<file path="src/rtl/load_store_unit.sv">
// Byte/halfword/word load-store sequencer between the memory pipeline stage and a
// byte-addressed synchronous-read data memory; byte stores use read-modify-write.
module load_store_unit #(
  parameter int AddressSize = 16
) (
  input  logic                   Clock,
  input  logic                   nReset,
  input  logic                   Req,
  input  logic [2:0]             Op,
  input  logic [AddressSize-1:0] Addr,
  input  logic [31:0]            StoreData,
  output logic                   Busy,
  output logic                   Done,
  output logic                   Error,
  output logic [31:0]            LoadData,
  output logic                   MemWriteEn,
  output logic                   MemWriteL,
  output logic                   MemWriteR,
  output logic                   MemReadEn,
  output logic [AddressSize-1:0] MemAddress,
  output logic [31:0]            MemWriteData,
  input  logic [31:0]            MemReadData
);

  localparam logic [2:0] OP_LB  = 3'd0;
  localparam logic [2:0] OP_LH  = 3'd1;
  localparam logic [2:0] OP_LW  = 3'd2;
  localparam logic [2:0] OP_LBU = 3'd3;
  localparam logic [2:0] OP_LHU = 3'd4;
  localparam logic [2:0] OP_SB  = 3'd5;
  localparam logic [2:0] OP_SH  = 3'd6;
  localparam logic [2:0] OP_SW  = 3'd7;

  typedef enum logic [1:0] {IDLE, ACCESS, CAPTURE, WRITE} state_t;

  state_t                 state;
  state_t                 state_next;
  logic [2:0]             req_op;
  logic [AddressSize-1:0] req_addr;
  logic [31:0]            req_data;
  logic [31:0]            merged;
  logic [31:0]            load_data;
  logic                   done;
  logic                   error;
  logic                   done_next;
  logic                   error_next;
  logic                   accept;
  logic                   misaligned;
  logic [AddressSize-1:0] word_addr;
  logic [7:0]             byte_lane;
  logic [15:0]            half_lane;
  logic [31:0]            extended;
  logic [31:0]            merged_word;

  assign word_addr = {req_addr[AddressSize-1:2], 2'b00};

  // Alignment is judged on the live request, since it decides the accepting edge.
  always_comb begin
    misaligned = 1'b0;
    case (Op)
      OP_LH, OP_LHU, OP_SH: misaligned = Addr[0];
      OP_LW, OP_SW:         misaligned = (Addr[1:0] != 2'b00);
      default:              misaligned = 1'b0;
    endcase
  end

  always_comb begin
    byte_lane = MemReadData[7:0];
    case (req_addr[1:0])
      2'd0:    byte_lane = MemReadData[7:0];
      2'd1:    byte_lane = MemReadData[15:8];
      2'd2:    byte_lane = MemReadData[23:16];
      default: byte_lane = MemReadData[31:24];
    endcase
  end

  assign half_lane = req_addr[1] ? MemReadData[31:16] : MemReadData[15:0];

  always_comb begin
    extended = MemReadData;
    case (req_op)
      OP_LB:   extended = {{24{byte_lane[7]}}, byte_lane};
      OP_LBU:  extended = {24'h0, byte_lane};
      OP_LH:   extended = {{16{half_lane[15]}}, half_lane};
      OP_LHU:  extended = {16'h0, half_lane};
      default: extended = MemReadData;
    endcase
  end

  // Byte merge for SB: only lane k takes the new byte, the rest keep the read word.
  generate
    for (genvar gi = 0; gi < 4; gi++) begin : g_merge
      assign merged_word[8*gi +: 8] = (req_addr[1:0] == 2'(gi)) ? req_data[7:0]
                                                                 : MemReadData[8*gi +: 8];
    end
  endgenerate

  always_comb begin
    state_next   = state;
    done_next    = 1'b0;
    error_next   = 1'b0;
    accept       = 1'b0;
    MemReadEn    = 1'b0;
    MemWriteEn   = 1'b0;
    MemWriteL    = 1'b0;
    MemWriteR    = 1'b0;
    MemAddress   = '0;
    MemWriteData = 32'h0;
    case (state)
      IDLE: begin
        if (Req) begin
          accept = 1'b1;
          if (misaligned) begin
            done_next  = 1'b1;
            error_next = 1'b1;
          end else begin
            state_next = ACCESS;
          end
        end
      end
      ACCESS: begin
        MemAddress = word_addr;
        case (req_op)
          OP_SW: begin
            MemWriteEn   = 1'b1;
            MemWriteData = req_data;
            state_next   = IDLE;
            done_next    = 1'b1;
          end
          OP_SH: begin
            MemWriteEn   = 1'b1;
            MemWriteL    = req_addr[1];
            MemWriteR    = ~req_addr[1];
            MemWriteData = {req_data[15:0], req_data[15:0]};
            state_next   = IDLE;
            done_next    = 1'b1;
          end
          default: begin
            MemReadEn  = 1'b1;
            state_next = CAPTURE;
          end
        endcase
      end
      CAPTURE: begin
        // No strobes here: this is the read-to-write turnaround cycle.
        MemAddress = word_addr;
        if (req_op == OP_SB) begin
          state_next = WRITE;
        end else begin
          state_next = IDLE;
          done_next  = 1'b1;
        end
      end
      WRITE: begin
        MemAddress   = word_addr;
        MemWriteEn   = 1'b1;
        MemWriteData = merged;
        state_next   = IDLE;
        done_next    = 1'b1;
      end
      default: state_next = IDLE;
    endcase
  end

  always_ff @(posedge Clock or negedge nReset) begin
    if (!nReset) begin
      state     <= IDLE;
      req_op    <= 3'd0;
      req_addr  <= '0;
      req_data  <= 32'h0;
      merged    <= 32'h0;
      load_data <= 32'h0;
      done      <= 1'b0;
      error     <= 1'b0;
    end else begin
      state <= state_next;
      done  <= done_next;
      error <= error_next;
      if (accept) begin
        req_op   <= Op;
        req_addr <= Addr;
        req_data <= StoreData;
      end
      if (state == CAPTURE) begin
        if (req_op == OP_SB) begin
          merged <= merged_word;
        end else begin
          load_data <= extended;
        end
      end
    end
  end

  assign Busy     = (state != IDLE);
  assign Done     = done;
  assign Error    = error;
  assign LoadData = load_data;

endmodule

</file>
<file path="config.mk">
export PLATFORM = sky130hd
export DESIGN_NAME = load_store_unit
export DESIGN_NICKNAME = d
export VERILOG_FILES = /design/src/rtl/load_store_unit.sv
export SDC_FILE = /design/constraint.sdc
export NUM_CORES = 1
export LEC_CHECK = 0
export ABC_AREA = 1
export BUFFER_PORTS_ARGS = -buffer_cell sky130_fd_sc_hd__buf_2
export CELL_PAD_IN_SITES_DETAIL_PLACEMENT = 0
export CELL_PAD_IN_SITES_GLOBAL_PLACEMENT = 1
export CORE_UTILIZATION = 38
export DETAILED_ROUTE_END_ITERATION = 6
export PLACE_DENSITY = 0.81
export SYNTH_ARGS = -nofsm -noshare
export SYNTH_HDL_FRONTEND = slang
export SYNTH_SLANG_ARGS = --single-unit
</file>
<file path="constraint.sdc">
create_clock -name Clock -period 2.3 [get_ports Clock]
set_input_delay 0.575 -clock Clock [delete_from_list [all_inputs] [get_ports Clock]]
set_output_delay 0.575 -clock Clock [all_outputs]
set_load 0.01 [all_outputs]
</file>
---- Yosys cells after proc, flatten, opt, wreduce, memory -nomap -nowiden ----
Index checks and enable logic that the tools add are counted.
operators by class
  eq/ne operators ......................... 19
  muxes and demuxes ....................... 31
  bitwise operators ....................... 2
  reduce and logical (&&, ||, !) cells .... 12
operator list
  cell                                                             number
  32-bit case mux with 2 select lines                              2
  32-bit case mux with 4 select lines                              1
  16-bit two-way mux                                               2
  8-bit two-way mux                                                4
  8-bit case mux with 3 select lines                               1
  3-bit == test, second input constant                             7
  1-bit two-way mux                                                13
  2-bit == test, second input constant                             4
  2-bit two-way mux                                                4
  2-bit case mux with 4 select lines                               1
  3-bit by 1-bit == test with 1-bit output, second input constant  2
  3-bit by 2-bit == test with 1-bit output, second input constant  2
  2-bit AND reduction                                              3
  3-bit OR reduction                                               2
  2-bit by 1-bit == test with 1-bit output, second input constant  2
  2-bit logical NOT                                                2
  2-bit inequality test, second input constant                     2
  1-bit case mux with 2 select lines                               2
  1-bit case mux with 4 select lines                               1
  2-bit nonzero test                                               2
  2-bit OR reduction                                               2
  3-bit logical NOT                                                1
  1-bit inverter                                                   2
word-level totals
  register bits ........................... 119
  input bits .............................. 86
  output and inout bits ................... 87
  logic and storage cells ................. 72

---- Depth between registers and ports, before layout ----
  depth after elaboration ................. 6
  depth in mapped cells ................... 9
  depth with buffers taken out ............ 8

---- Worst setup path before layout ----
Ideal clock, no wire load.
  kind .................................... flip-flop to output port
  start point ............................. reg state[1]
  end point ............................... out MemWriteData[10]
  arrival time ............................ 1330 ps
  required time ........................... 1725 ps
  slack ................................... 395 ps
  stages on the path, launching flop included .. 7
  path buffers ............................ 1
  cell sequence ........................... dfrtp_1 -> nor2_2 -> inv_2 -> nor2_1 -> inv_2 -> clkbuf_1 -> o22ai_1
on the way
  cells in the longest elaborated chain, start to end .. 2
  elaborated cells between the ends (all ways) .. 3
  classes of those cells .................. 2 x eq/ne; 1 x mux
RTL lines
  element                                                                           line  RTL
  start, declared                                                                   36    state_t state;
  start signal, assigned                                                            176   state <= state_next;
  2-bit == test / 2-bit by 1-bit == test with 1-bit output (equally long branches)  109   case (state)
  32-bit case mux with 2 select lines (*)                                           109
  end, declared                                                                     21    output logic [31:0] MemWriteData,
Mark *: on every way between the ends. The rest lies on a longest branch, timed or not.

---- Final worst setup path ----
  start point ............................. reg req_op[1]
  end point ............................... out MemWriteData[24]
on the way
  cells in the longest elaborated chain, start to end .. 3
  elaborated cells between the ends (all ways) .. 4
  classes of those cells .................. 2 x eq/ne; 2 x mux
RTL lines
  element                                  line  RTL
  start, declared                          38    logic [2:0] req_op;
  start signal, assigned                   180   req_op <= Op;
  3-bit == test                            123   case (req_op)
  32-bit case mux with 2 select lines (*)  123
  32-bit case mux with 2 select lines (*)  109
Marked as above.

==> run_results.csv <==
group,metric,value,unit
outcome,status,"complete, no violations",
sta,report.final.hold_viol_count,0,
power,clock_power_share,0.281,
place,hpwl,14.0,mm
synth,synth_warnings,0,
synth,yosys-top-cells-count,"nand2_1, dfrtp_1, o21ai_0",
sta,tns,0,ns
die,start_util,0.390,
synth,yosysTopAreaCell,"dfrtp_1",
route,highest_layer,"met4",
die,die_w,130,um
critical_path,end_kind,"output pin",
synth,synth_top_area_share,0.479,
synth,syn_inst,806,
sta,max_slew_margin,0.592,
synth,yosys-top-cells-area,"dfrtp_1, o21ai_0, nand2_1",
route,firstDrtPassIters,5,
cts,clkTransAtPathRegs,0.05,ns
power,power,10.3,mW
cts,clk_path_buf_depth,2,
place,pre_cts_slack,0.238,ns
finish,post-route-cell-area,0.00814,mm^2
die,core-area,0.0159,mm^2
sta,final_max_slew_viol_count,0,
die,ios,173,
power,comb_power_share,0.396,
finish,fill_cells,1632,
critical_path,cp.arrival,1.67,ns
synth,synth_cell_type_count,26,
cts,cts_tree,"built",
route,wire_per_inst,16.7,um
place,port_buffers,170,
global_route,grt_max_degree,61,
sta,fmax,445,MHz
cts,worstSkewPairLatency,0.42,ns
die,fp-row-count,46,
synth,ys_seq_area_frac,0.479,
route,antenna_left,0,
synth,synth-edff-count,0,
sta,setup_slack,0.0531,ns
die,die_area,0.0169,mm^2
place,globalplace.congestion,0.870,
synth,syn_area,0.00621,mm^2
power,vdd_drop_max,0.598,mV
global_route,antenna_found_initial,0,
finish,drive_above_1_share,0.278,
critical_path,worstSetupStartpointType,"flip-flop",
route,vias,6170,
global_route,grt_use_total,0.242,
critical_path,r2r_setup_slack,0.36,ns
power,power.share.sequential,0.323,
synth,yosysMostFrequentCell,"nand2_1",
synth,syn_avg_cell_area,7.71,um^2
power,p_switching,3.94,mW
power,powerDensity,1260,mW/mm^2
route,post-route-drc-count,0,
place,post_dp_cell_area,0.00735,mm^2
route,drt_iter0_markers,471,
route,dr_wl_met2,9.27,mm
critical_path,reg2reg_to,"LoadData[6]",
power,internal-power,6.36,mW
route,met1_length,8.87,mm
global_route,grt_pass1_vias,5765,
run,drv_cap,0,
worst_hold_path,hp-class,"input pin to asynchronous set/reset pin",
cts,numCtsBuffers,17,
finish,synthToLayoutAreaGrowth,31.0,%
critical_path,required,1.73,ns
global_route,gr-total-overflow,0,
synth,ys_seq_elements,119,
finish,nets,1058,
route,vias_per_cell,5.14,
critical_path,reg2reg_depth,8,
cts,h-tree-depth,4,
sta,fin_worst_skew,0.00763,ns
critical_path,crit_type,"flip-flop to output pin",
sta,tightestPinTransition,0.611,ns
route,wl_met3,1.43,mm
critical_path,worstPathMaxFanout,18,
critical_path,timing.rr.start,"req_op[0]",
die,die_h,130,um
power,p_leak,4.16,nW
global_route,grt_pass1_wl,30.5,mm
sta,timing.hold.ws,0.0817,ns
sta,finalCritPeriodShare,0.977,
synth,synth_flop_cell,"dfrtp_1",
sta,period_minus_slack,2.25,ns
sta,setup_viol,0,
synth,async_flop_share,1.00,
sta,rsz0062_at_grt,"yes",
power,p_sw_frac,0.383,
cts,clock-sinks,119,
cts,cts_root_buffer,"clkbuf_16",
route,drt-total-wl,20.1,mm
finish,antennaDiodeCount,0,
[kinds of logic (layout without fill, tap and decap cells)]
logic type,after synthesis,count (layout),synth area share
AND/OR/NAND/NOR,263,264,0.173
AO/OA/AOI/OAI,247,247,0.214
buffers and inverters,159,335,0.103
flip-flops,119,119,0.479
multiplexers,16,16,0.0290
other,1,2,0.000603
XOR/XNOR,1,1,0.00141
[worst max path at each step]
stage | start | end | slack (ns)
3_3_place_gp | req_op[1] | MemWriteData[31] | 0.25
6_report | req_op[1] | MemWriteData[24] | 0.05
2_1_floorplan | state[1] | MemWriteData[10] | 0.39
5_1_grt | req_op[1] | MemWriteData[30] | -0.05
4_1_cts | state[1] | MemWriteData[15] | -0.01
3_5_place_dp | req_op[1] | MemWriteData[31] | 0.24
[layout make-up]
class	count	area (um^2)	share of cell area
multi-input cells	530	2710	0.333
inverters	108	415	0.0510
clock buffers	24	502	0.0616
well taps	216	270	0.0332
flip-flops and latches	119	2980	0.366
repair buffers	196	1130	0.138
clock inverters	7	140	0.0172
[cell usage in the layout (no fill, tap or decap), types with 4 or more instances in the layout]
cell and count:
nor2_1 60, a21oi_1 78, buf_12 6, buf_4 20, nand3_1 45, inv_2 4, nand2_1 141, dfrtp_1 118
mux2_2 16, o22ai_2 7, buf_2 169, clkbuf_8 5, bufinv_16 4, o22ai_1 9, o21ai_0 98, inv_1 102
nor2_2 4, o211ai_1 26, clkbuf_16 17, o21ai_1 24
[critical path, stage by stage, from the launching register on]
cell	delay, ns
dfrtp_1	0.41
nand2_2	0.12
clkinv_4	0.10
buf_12	0.17
nand3_1	0.07
o21ai_0	0.08
nand2_1	0.06
o21ai_0	0.10
buf_2	0.15
[layer usage]
metal,track usage,up-vias
met5,0,-
met4,0.0876,0
met3,0.0578,30
met2,0.385,223
met1,0.321,2933
li1,-,2984
[through the flow]
stage | utilization | instances
final | 0.511 | 1200
after global routing | 0.511 | 1200
after CTS | 0.502 | 1197
after detailed placement | 0.461 | 1166
after global placement | 0.461 | 1166
after floorplan | - | 807
[timing repair]
| action | 4_1_cts | 5_1_grt |
|---|---|---|
| buffers inserted | 0 | 2 |
| gates cloned | 0 | 1 |
| hold buffers | 0 | 0 |
| pin swaps | 0 | 1 |
| endpoints found under the setup margin | 22 | 31 |
| gates resized for setup | 3 | 36 |
| hold endpoints to repair | 0 | 0 |
[power by group through the flow]
stage	Sequential, mW	Combinational [mW]	Clock (mW)
floorplan	3.42	2.39	0
global placement	3.32	3.86	0
detailed placement	3.35	3.89	0
CTS	3.32	3.93	2.94
global route	3.42	4.58	3.03
finish	3.33	4.08	2.89
[flip-flops by register name, indices dropped and copies added (netlist names)]
name and flops:
req_data 32, state 2, merged 32, req_addr 16
req_op 3, Error 1, Done 1, LoadData 32
No activity file was read; power rests on OpenSTA's default activity.
